`config.mk`:
```
export PLATFORM = sky130hd
export DESIGN_NAME = fib_seq_ctrl
export DESIGN_NICKNAME = d
export VERILOG_FILES = /design/src/rtl/fib_seq_ctrl.sv
export SDC_FILE = /design/constraint.sdc
export NUM_CORES = 1
export LEC_CHECK = 0
export ABC_AREA = 1
export BUFFER_PORTS_ARGS = -buffer_cell sky130_fd_sc_hd__buf_2
export CAP_MARGIN = 20
export CORE_MARGIN = 4
export CORE_UTILIZATION = 38
export DETAILED_ROUTE_END_ITERATION = 6
export GPL_ROUTABILITY_DRIVEN = 0
export GPL_TIMING_DRIVEN = 0
export PLACE_DENSITY = 0.77
export SYNTH_ARGS = -nofsm -noshare
export SYNTH_HDL_FRONTEND = slang
export SYNTH_SLANG_ARGS = --single-unit
```
`constraint.sdc`:
```
create_clock -name clk -period 2.03 [get_ports clk]
set_input_delay 0.406 -clock clk [delete_from_list [all_inputs] [get_ports clk]]
set_output_delay 0.406 -clock clk [all_outputs]
set_load 0.01 [all_outputs]
```
`src/rtl/fib_seq_ctrl.sv`:
```
// -----------------------------------------------------------------------------
// fib_seq_ctrl
//
// Sequencer for the BCD -> Fibonacci -> BCD display chain. A go request runs
// the chain once: bcd2bin, then fib, then bin2bcd. The controller holds the
// operands for each stage stable and range-checks each intermediate result.
// It latches the final four BCD digits for the display multiplexer. The
// 4-digit display sets the limits: n <= N_MAX and F(n) <= 9999.
//
// Optional feature: define FIB_SEQ_TIMEOUT_EN to build a per-stage watchdog.
// The watchdog aborts a stage after TO_CYC cycles with err_code 2'b11.
//
// Parameters
//   W       binary datapath width
//   N_MAX   largest accepted n
//   TO_CYC  per-stage watchdog limit in cycles (only with FIB_SEQ_TIMEOUT_EN)
//
// Ports
//   clk        system clock, rising edge
//   reset      asynchronous reset, active low
//   go         run request, sampled only while idle
//   b2b_start  1-cycle start pulse to bcd2bin
//   b2b_done   bcd2bin done tick
//   b2b_bin    bcd2bin result (n)
//   fib_start  1-cycle start pulse to fib
//   fib_i      registered n to fib
//   fib_done   fib done tick
//   fib_f      fib result F(n)
//   b2d_start  1-cycle start pulse to bin2bcd
//   b2d_bin    registered F(n) to bin2bcd
//   b2d_done   bin2bcd done tick
//   b2d_bcd    {bcd3,bcd2,bcd1,bcd0} from bin2bcd
//   hex        latched digits to the display multiplexer
//   busy       high whenever a run is in progress
//   done_tick  1-cycle pulse when a run ends (success or error)
//   err        error flag of the last run, cleared by the next accepted go
//   err_code   00 none, 01 n > N_MAX, 10 F(n) > 9999, 11 watchdog timeout
// -----------------------------------------------------------------------------
module fib_seq_ctrl #(
    parameter int W      = 20,
    parameter int N_MAX  = 20,
    parameter int TO_CYC = 65535
) (
    input  logic         clk,
    input  logic         reset,
    input  logic         go,
    output logic         b2b_start,
    input  logic         b2b_done,
    input  logic [W-1:0] b2b_bin,
    output logic         fib_start,
    output logic [W-1:0] fib_i,
    input  logic         fib_done,
    input  logic [W-1:0] fib_f,
    output logic         b2d_start,
    output logic [W-1:0] b2d_bin,
    input  logic         b2d_done,
    input  logic [15:0]  b2d_bcd,
    output logic [15:0]  hex,
    output logic         busy,
    output logic         done_tick,
    output logic         err,
    output logic [1:0]   err_code
);

    typedef enum logic [1:0] {
        IDLE = 2'd0,
        B2B  = 2'd1,
        FIB  = 2'd2,
        B2D  = 2'd3
    } state_t;

    localparam logic [1:0] ERR_NONE  = 2'b00;
    localparam logic [1:0] ERR_RANGE = 2'b01;
    localparam logic [1:0] ERR_OVF   = 2'b10;

    // Limits widened to the full datapath so the comparisons never truncate.
    localparam logic [W-1:0] N_MAX_W = W'(N_MAX);
    localparam logic [W-1:0] F_MAX_W = W'(9999);

    state_t        state_reg, state_next;
    logic          b2b_start_reg, b2b_start_next;
    logic          fib_start_reg, fib_start_next;
    logic          b2d_start_reg, b2d_start_next;
    logic [W-1:0]  fib_i_reg, fib_i_next;
    logic [W-1:0]  b2d_bin_reg, b2d_bin_next;
    logic [15:0]   hex_reg, hex_next;
    logic          busy_reg, busy_next;
    logic          done_tick_reg, done_tick_next;
    logic          err_reg, err_next;
    logic [1:0]    err_code_reg, err_code_next;

`ifdef FIB_SEQ_TIMEOUT_EN
    localparam int            CW          = $clog2(TO_CYC + 1);
    localparam logic [1:0]    ERR_TIMEOUT = 2'b11;
    // The counter holds the number of completed cycles in the current state.
    // It reads TO_CYC-1 while the TO_CYC-th cycle is in progress, so the
    // abort takes effect exactly TO_CYC cycles after the state was entered.
    localparam logic [CW-1:0] TO_LAST     = CW'(TO_CYC - 1);

    logic [CW-1:0] to_cnt_reg, to_cnt_next;
    logic          timeout;

    assign timeout = (state_reg != IDLE) && (to_cnt_reg == TO_LAST);

    always_comb begin
        to_cnt_next = to_cnt_reg;
        if (state_next != state_reg) begin
            to_cnt_next = '0;
        end else if (state_reg != IDLE) begin
            to_cnt_next = to_cnt_reg + 1'b1;
        end
    end

    always_ff @(posedge clk or negedge reset) begin
        if (!reset) begin
            to_cnt_reg <= '0;
        end else begin
            to_cnt_reg <= to_cnt_next;
        end
    end
`endif

    // Next-state and next-output logic. Every output is a register, so each
    // start pulse and done_tick appears in the cycle after the deciding edge.
    always_comb begin
        state_next     = state_reg;
        b2b_start_next = 1'b0;
        fib_start_next = 1'b0;
        b2d_start_next = 1'b0;
        done_tick_next = 1'b0;
        fib_i_next     = fib_i_reg;
        b2d_bin_next   = b2d_bin_reg;
        hex_next       = hex_reg;
        err_next       = err_reg;
        err_code_next  = err_code_reg;

        case (state_reg)
            IDLE: begin
                // A done input arriving here is ignored. Only go is looked at.
                if (go) begin
                    state_next     = B2B;
                    b2b_start_next = 1'b1;
                    err_next       = 1'b0;
                    err_code_next  = ERR_NONE;
                end
            end
            B2B: begin
                if (b2b_done) begin
                    if (b2b_bin > N_MAX_W) begin
                        state_next     = IDLE;
                        err_next       = 1'b1;
                        err_code_next  = ERR_RANGE;
                        done_tick_next = 1'b1;
                    end else begin
                        state_next     = FIB;
                        fib_i_next     = b2b_bin;
                        fib_start_next = 1'b1;
                    end
                end
            end
            FIB: begin
                if (fib_done) begin
                    if (fib_f > F_MAX_W) begin
                        state_next     = IDLE;
                        err_next       = 1'b1;
                        err_code_next  = ERR_OVF;
                        done_tick_next = 1'b1;
                    end else begin
                        state_next     = B2D;
                        b2d_bin_next   = fib_f;
                        b2d_start_next = 1'b1;
                    end
                end
            end
            B2D: begin
                if (b2d_done) begin
                    state_next     = IDLE;
                    hex_next       = b2d_bcd;
                    done_tick_next = 1'b1;
                end
            end
            default: begin
                state_next = IDLE;
            end
        endcase

`ifdef FIB_SEQ_TIMEOUT_EN
        // A stage that completes on the same edge wins over the watchdog.
        // The watchdog only aborts a stage that is still waiting.
        if (timeout && (state_next == state_reg)) begin
            state_next     = IDLE;
            b2b_start_next = 1'b0;
            fib_start_next = 1'b0;
            b2d_start_next = 1'b0;
            err_next       = 1'b1;
            err_code_next  = ERR_TIMEOUT;
            done_tick_next = 1'b1;
        end
`endif

        busy_next = (state_next != IDLE);
    end

    always_ff @(posedge clk or negedge reset) begin
        if (!reset) begin
            state_reg     <= IDLE;
            b2b_start_reg <= 1'b0;
            fib_start_reg <= 1'b0;
            b2d_start_reg <= 1'b0;
            fib_i_reg     <= '0;
            b2d_bin_reg   <= '0;
            hex_reg       <= '0;
            busy_reg      <= 1'b0;
            done_tick_reg <= 1'b0;
            err_reg       <= 1'b0;
            err_code_reg  <= ERR_NONE;
        end else begin
            state_reg     <= state_next;
            b2b_start_reg <= b2b_start_next;
            fib_start_reg <= fib_start_next;
            b2d_start_reg <= b2d_start_next;
            fib_i_reg     <= fib_i_next;
            b2d_bin_reg   <= b2d_bin_next;
            hex_reg       <= hex_next;
            busy_reg      <= busy_next;
            done_tick_reg <= done_tick_next;
            err_reg       <= err_next;
            err_code_reg  <= err_code_next;
        end
    end

    assign b2b_start = b2b_start_reg;
    assign fib_start = fib_start_reg;
    assign b2d_start = b2d_start_reg;
    assign fib_i     = fib_i_reg;
    assign b2d_bin   = b2d_bin_reg;
    assign hex       = hex_reg;
    assign busy      = busy_reg;
    assign done_tick = done_tick_reg;
    assign err       = err_reg;
    assign err_code  = err_code_reg;

endmodule

```
# Word level (Yosys, flattened, before mapping)
# Cells that the tools add are included.
# Widths: inputs -> output; s select.
[word_totals]
romBits = 0
latchBits = 0
reg_bits = 66
output_inout_bits = 64
ramBits = 0
inputBits = 62
n_memories = 0
[classes]
magnitude_cmp = 2
n_shift = 0
mux = 33
div = 0
addsub = 0
multipliers = 0
n_bitwise = 2
n_reduce_logical = 7
n_eq_ne = 8
[ops]
columns = ["cell", "count"]
rows = [
  ["$mux 2", 11],
  ["$gt 20x14->1 const B", 1],
  ["$gt 20x5->1 const B", 1],
  ["$mux 1", 18],
  ["$ne 2x2->1 const B", 5],
  ["$pmux 2 s4", 1],
  ["$pmux 1 s3", 2],
  ["$pmux 2 s3", 1],
  ["$reduce_and 3->1", 2],
  ["$reduce_and 6->1", 1],
  ["$eq 2x2->1 const B", 2],
  ["$reduce_bool 3->1", 1],
  ["$eq 2x1->1 const B", 1],
  ["$logic_not 2->1", 1],
  ["$not 1->1", 2],
  ["$reduce_and 2->1", 1],
  ["$reduce_bool 2->1", 1],
]

# Logic depth before layout (Yosys ltp)
# Gate-level depths: netlist of run 1.
[logic_depth]
word_depth = 5
mapped_depth = 11
depth_no_buf = 11

# Worst setup path after synthesis of run 1
# No wires, ideal clock.
[synth_timing]
path_kind = "flip-flop to flip-flop"
start = "register state_reg[0]"
end = "register hex_reg[0], in the netlist hex[0]"
setup_slack_ns = 0.493
required_time_ns = 1.905
arrival_ns = 1.412
n_path_buf = 1
path_stages_with_launch = 5
setup_ns = 0.125
path_cell_list = "dfrtp_1 > ha_1 > nand2_1 > buf_2 > mux2_2"
[synth_via]
elab_chain_len = 2
[synth_lines]
columns = ["element", "line", "text"]
rows = [
  ["from (decl)", "80", "state_t state_reg, state_next;"],
  ["from (signal assigned)", "218", "state_reg <= state_next;"],
  ["$eq 2x2->1", "137", "case (state_reg)"],
  ["$reduce_and 2->1 (no source line)", "-", ""],
  ["to (signal assigned)", "224", "hex_reg <= hex_next;"],
  ["to (decl)", "86", "logic [15:0] hex_reg, hex_next;"],
]
# Every way passes these cells.
# A chain may end at the register's enable or synchronous reset.

# Worst setup path after layout of run 1
[layout_timing]
start = "register state_reg[0]"
end = "register hex_reg[13], in the netlist hex[13]"
# The elaborated chain is that of the path after synthesis.

==> results of run 1 <==
[metrics by stage]
stage	cell area [µm²]	total power, mW	std cells	hold slack [ps]	setup slack (ps)
2_1_floorplan	2730	2.30	285	110	493
3_3_place_gp	3470	2.69	506	447	285
3_5_place_dp	3480	2.74	506	454	272
4_1_cts	3680	3.87	521	197	258
5_1_grt	3680	4.08	521	240	96.0
6_report	3680	3.81	521	167	283
[cell type report]
type                            count  share of cell area (%)
Clock buffer                       13                    4.59
Inverter                           40                    4.11
Timing Repair Buffer              125                    17.1
Buffer                              6                    1.12
Clock inverter                      2                   0.952
Tap cell                           96                    3.26
Multi-Input combinational cell    173                    24.0
Sequential cell                    66                    44.9
[cells in the final DEF (no fill, tap or decap), drive strengths merged]
cell	n
nand3	3
o21ai	11
o22ai	2
nor3	1
mux2	16
clkbuf	13
ha	6
a21oi	3
nor2	38
clkinv	2
nand2	91
inv	39
buf	131
bufinv	1
nand4	1
dfrtp	66
nand3b	1
[worst max-delay path, cell delays in order (launching register included)]
cell     delay, ps
dfrtp_1        450
ha_1           240
nand2_1        250
buf_2          310
mux2_2         370
[worst paths after layout]
| check | slack [ps] | endpoint | from |
|---|---|---|---|
| worst max-delay path | 280 | hex[13]$_DFFE_PN0P_ | state_reg[0]$_DFF_PN0_ |
| worst min-delay path | 170 | b2d_bin[5]$_DFFE_PN0P_ | reset |
| worst max register to register | 280 | hex[13]$_DFFE_PN0P_ | state_reg[0]$_DFF_PN0_ |
| worst min register to register | 470 | b2d_bin[19]$_DFFE_PN0P_ | b2d_bin[19]$_DFFE_PN0P_ |
| max in group asynchronous | 1330 | state_reg[0]$_DFF_PN0_ | reset |
| min in group clk | 270 | b2d_bin[1]$_DFFE_PN0P_ | fib_f[1] |
[report_power, final]
part	internal [mW]	switching (mW)	leakage (nW)	total, mW
Sequential	1.56	0.129	0.811	1.69
Clock	0.660	0.448	0.106	1.11
Combinational	0.462	0.553	1.32	1.01
Total	2.68	1.13	2.23	3.81
[routing by layer]
metal | global-route usage [%] | vias to the layer above | part of all wire (%)
met1 | 16.6 | 1068 | 40
met2 | 26.3 | 85 | 50
li1 | - | 1132 | -
met4 | 6.72 | 0 | 1.7
met5 | 0 | - | 0
met3 | 4.55 | 11 | 7.8
[logic make-up after synthesis]
logic type      Yosys count  synth area share, %
flops                    66                 60.5
simple gates            135                 20.0
mux                      16                 6.60
compound gates           16                 3.03
buf+inv                  46                 7.06
fa+ha+maj                 6                 2.75
==> results.md, run 1 <==
- Status: complete, no violations
- Unrepaired setup endpoints after global routing: no
- CTS tree: done
- Residual DRC: 0
- First-pass iteration count of the detailed router: 4
- DIE AREA: 8600 µm²
- Fill cells: 663
- Worst-margin pin slew: ~800 ps
- Most frequent cells after synthesis: nand2_1 (90), dfrtp_1 (66), inv_1 (39)
- Drt via density: around 4.4
- Yosys cell types: 22
- HP Class: in2async
- Fmax: 572 MHz
- Prevailing post-synth register cell: dfrtp_1
- Pleak: approximately 2.2 nW
- Post-DP HPWL: roughly 4.8 mm
- Max-slew violations: 0
- Vias: 2296
- Total track usage: 15.0%
- Antenna violation net count after detailed routing: 0
- Setup TNS: 0 ps
- Critical path arrival: 1950 ps
- Fin crit share: 86.0%
- Fraction of layout cells with a size suffix above 1: 39.3%
- P per Cell Area: 1040 nW/µm²
- Total nets after synthesis: 353
- Post-CTS sizing: 0
- Clock skew: 9.78 ps
- Worst-path fanout max: 10
- Most frequent cell after synthesis: nand2_1
- CTS Hold Bufs: 0
- Leading area contributor after synthesis: dfrtp_1
- Reg clk slew, reported paths: 70 ps
- Ys async rst share: 100%
- Tmin final: approximately 1700 ps
- Setup crit end kind: flop
- Port buffer count: 125
- # IOs: 126
- MaxCap Viol Count: 0
- Cells after Synth: 285
- Number of flops mapped to enable cells by yosys: 0
- First-pass GRT wire length: 10.1 mm
- Core area: 6870 µm²
- Root buf cell: clkbuf_8
- Wirelength, routed: 6.20 mm
- Number of global-route vias before repair: 2261
- #FFs+latches synth: 66
- Synth area leaders: dfrtp_1 (61%), nand2_1 (12%), mux2_2 (6.6%)
- Area of the multi-input gates: 885 µm²
- Post-CTS setup buffer count: 0
- Clk_lat worst skew: ~330 ps
- Die H: between 90 and 100 µm
- Critical path type: reg2reg
- Chip Width: 92.7 µm
- R2r worst-path depth: 4
- Post-synth top area share: 60.5%
- Largest net degree at the start of global routing: 67
- Seq/Total Area, Yosys: 60.5%
- Number of nets in the layout: 489
- H-tree depth: 3
- Iter 0 DRT Violations: slightly above 90
- CP required: between 2000 and 2500 ps
- Crit start category: flop
- Clk buf depth: 2
- Wire per inst: 11.9 µm
- Row cnt: 30
- Initial antenna violation count: 0
- CTS buffer count: 9
- Overflow after GRT: 0
- VDD IR max: 0.000604 V
- Area growth syn-to-layout: 34.9%
- Area of the mapped netlist: 2730 µm²
- Final setup vio count: 0
- Starting Density: between 30 and 40%
- Avg Synthesized Cell Area: roughly 9.6 µm²
- Diodes inserted: 0
- Clock sink total: 66
- Synth warn: 0
- Rel. slew slack: 46.4%
- Final core utilization: ~54%
- Reg area: 1650 µm²
- Final Hold Fails: 0
No activity file was read; power rests on OpenSTA's default activity.
==> inputs of run 2 (changes only) <==
--- a/config.mk
+++ b/config.mk
@@ -8,7 +8,8 @@
 export ABC_AREA = 1
 export BUFFER_PORTS_ARGS = -buffer_cell sky130_fd_sc_hd__buf_2
 export CAP_MARGIN = 20
-export CORE_MARGIN = 4
+export CORE_ASPECT_RATIO = 0.7
+export CORE_MARGIN = 2
 export CORE_UTILIZATION = 38
 export DETAILED_ROUTE_END_ITERATION = 6
 export GPL_ROUTABILITY_DRIVEN = 0
==> results.md, run 2 (synthesis results as in run 1) <==
- Status: complete, no violations
- CTS tree: done
- HP Class: in2async
- FF-to-FF setup slack: between 200 and 300 ps
- Final setup vio count: 0
- Max-slew violations: 0
- Area growth syn-to-layout: 34.8%
- Drt via density: 4.27
- First-pass GRT wire length: 9.51 mm
- Port buffer count: 125
- Total track usage: 15.6%
- MaxCap Viol Count: 0
- Initial antenna violation count: 0
- Reg clk slew, reported paths: 70 ps
- Starting Density: 39.8%
- Critical path type: reg2reg
- CTS Hold Bufs: 0
- # IOs: 126
- Fraction of layout cells with a size suffix above 1: 39.7%
- Switching share of total power: 30.3%
- Post-DP HPWL: 4.38 mm
- Vias: 2219
- H-tree depth: 3
- Most common cell after layout, fill and taps aside: buf_2
- First-pass iteration count of the detailed router: 6
- Overflow after GRT: 0
- Die H: 74.9 µm
- Clock power share: 29.2%
- Clock sink total: 66
- Wire per inst: between 10 and 15 µm
- P per Cell Area: 1030 nW/µm²
- Final Hold Fails: 0
- Clock skew: around 8 ps
- Post-CTS sizing: 0
- Iter 0 DRT Violations: 74
- Antenna violation net count after detailed routing: 0
- Commonest cells after routing, fill and taps aside: buf_2 (127), nand2_1 (90), dfrtp_1 (66), inv_1 (39), nor2_1 (36)
- Area of the multi-input gates: 885 µm²
- Core area: 6850 µm²
- Reg-to-Reg End: err$_DFFE_PN0P_
- Worst-margin pin slew: 811 ps
- Fill cells: 630
- CTS buffer count: 9
- Setup TNS: 0 ps
- Wirelength, routed: 5.88 mm
- Clk buf depth: 2
- Unrepaired setup endpoints after global routing: no
- VDD IR max: 0.000478 V
- Fin crit share: 86.9%
- Number of nets in the layout: 489
- R2r worst-path depth: 9
- Reg area: 1650 µm²
- Row cnt: 25
- Number of global-route vias before repair: 2136
- Root buf cell: clkbuf_8
- Post-route cell area: approximately 3700 µm²
- Rel. slew slack: 45.9%
- CP required: between 2000 and 2500 ps
- Reg power frac: 44.1%
- Largest net degree at the start of global routing: 67
- Worst-path fanout max: 5
- Pint: about 2.6 mW
- Fmax: 567 MHz
- Switching power: 1.15 mW
- Critical path arrival: just over 2000 ps
- Setup crit end kind: flop
- DIE AREA: 7890 µm²
- Diodes inserted: 0
- Crit start category: flop
- Post-place instance area: 3470 µm²
- Chip Width: between 100 and 150 µm
- Post-CTS setup buffer count: 0
- Pleak: 2.23 nW
- Clk_lat worst skew: 340 ps
- R2R Path Start: state_reg[1]$_DFF_PN0_
- Tmin final: around 1800 ps
- Combinational share of power: 26.7%
- Residual DRC: 0
run 2: changes by cell type in the layout (fill, tap and decap cells not counted), sizes merged:
| cell | change |
|---|---|
| clkbuf | -2 |
| clkinv | +2 |
| clkinvlp | +1 |
run 2: layout make-up:
cell class,instances,area share (%)
buffer,6,1.12
timing repair buffer,125,17.1
clock buffer,11,4.12
multi-input combinational,173,24.0
clock inverter,5,1.43
sequential,66,44.9
inverter,40,4.12
tap,94,3.20
run 2: power by group through the flow:
stage / registers [mW] / logic [mW] / clock network [mW]
after global placement: 1.69 / 0.997 / 0
after detailed placement: 1.70 / 1.03 / 0
after global routing: 1.71 / 1.14 / 1.21
final: 1.68 / 1.01 / 1.11
after CTS: 1.68 / 1.03 / 1.16
after floorplan: 1.81 / 0.484 / 0
run 2: worst max-delay path, stage by stage (launching register included):
cell     delay [ps]
dfrtp_1         440
inv_1           140
ha_1            240
inv_1           140
nor2_1           90
nor3_1          190
o21ai_1         140
nor2_1          180
nand2_1          80
nand2_1          60
run 2: worst max-delay path by stage:
stage	start	to	slack, ps	cells after the start
global placement	reset	fib_i[12]$_DFFE_PN0P_	300	1
floorplan	state_reg[0]$_DFF_PN0_	hex[0]$_DFFE_PN0P_	490	4
global route	state_reg[0]$_DFF_PN0_	err_code[0]$_DFFE_PN0P_	90	9
detailed placement	state_reg[0]$_DFF_PN0_	hex[3]$_DFFE_PN0P_	280	4
CTS	state_reg[0]$_DFF_PN0_	hex[3]$_DFFE_PN0P_	260	4
finish	state_reg[1]$_DFF_PN0_	err$_DFFE_PN0P_	270	9
run 2: per-layer routing:
layer  track usage, %  routed length, µm  part of all wire [%]
met4             7.26                 95                   1.6
met3             5.02                447                   7.6
met2             25.3               2680                    46
met5                0                  0                     0
met1             19.4               2660                    45
run 2: metrics by stage:
| step | setup slack, ps | std cells | hold WS, ps | utilization [%] | total power, mW |
|---|---|---|---|---|---|
| after floorplan | 493 | 285 | 110 | - | 2.30 |
| final | 266 | 520 | 149 | 53.7 | 3.80 |
| after global routing | 89.6 | 520 | 219 | 53.7 | 4.06 |
| after global placement | 300 | 504 | 444 | 50.7 | 2.69 |
| after detailed placement | 282 | 504 | 460 | 50.7 | 2.73 |
| after CTS | 264 | 520 | 178 | 53.7 | 3.87 |
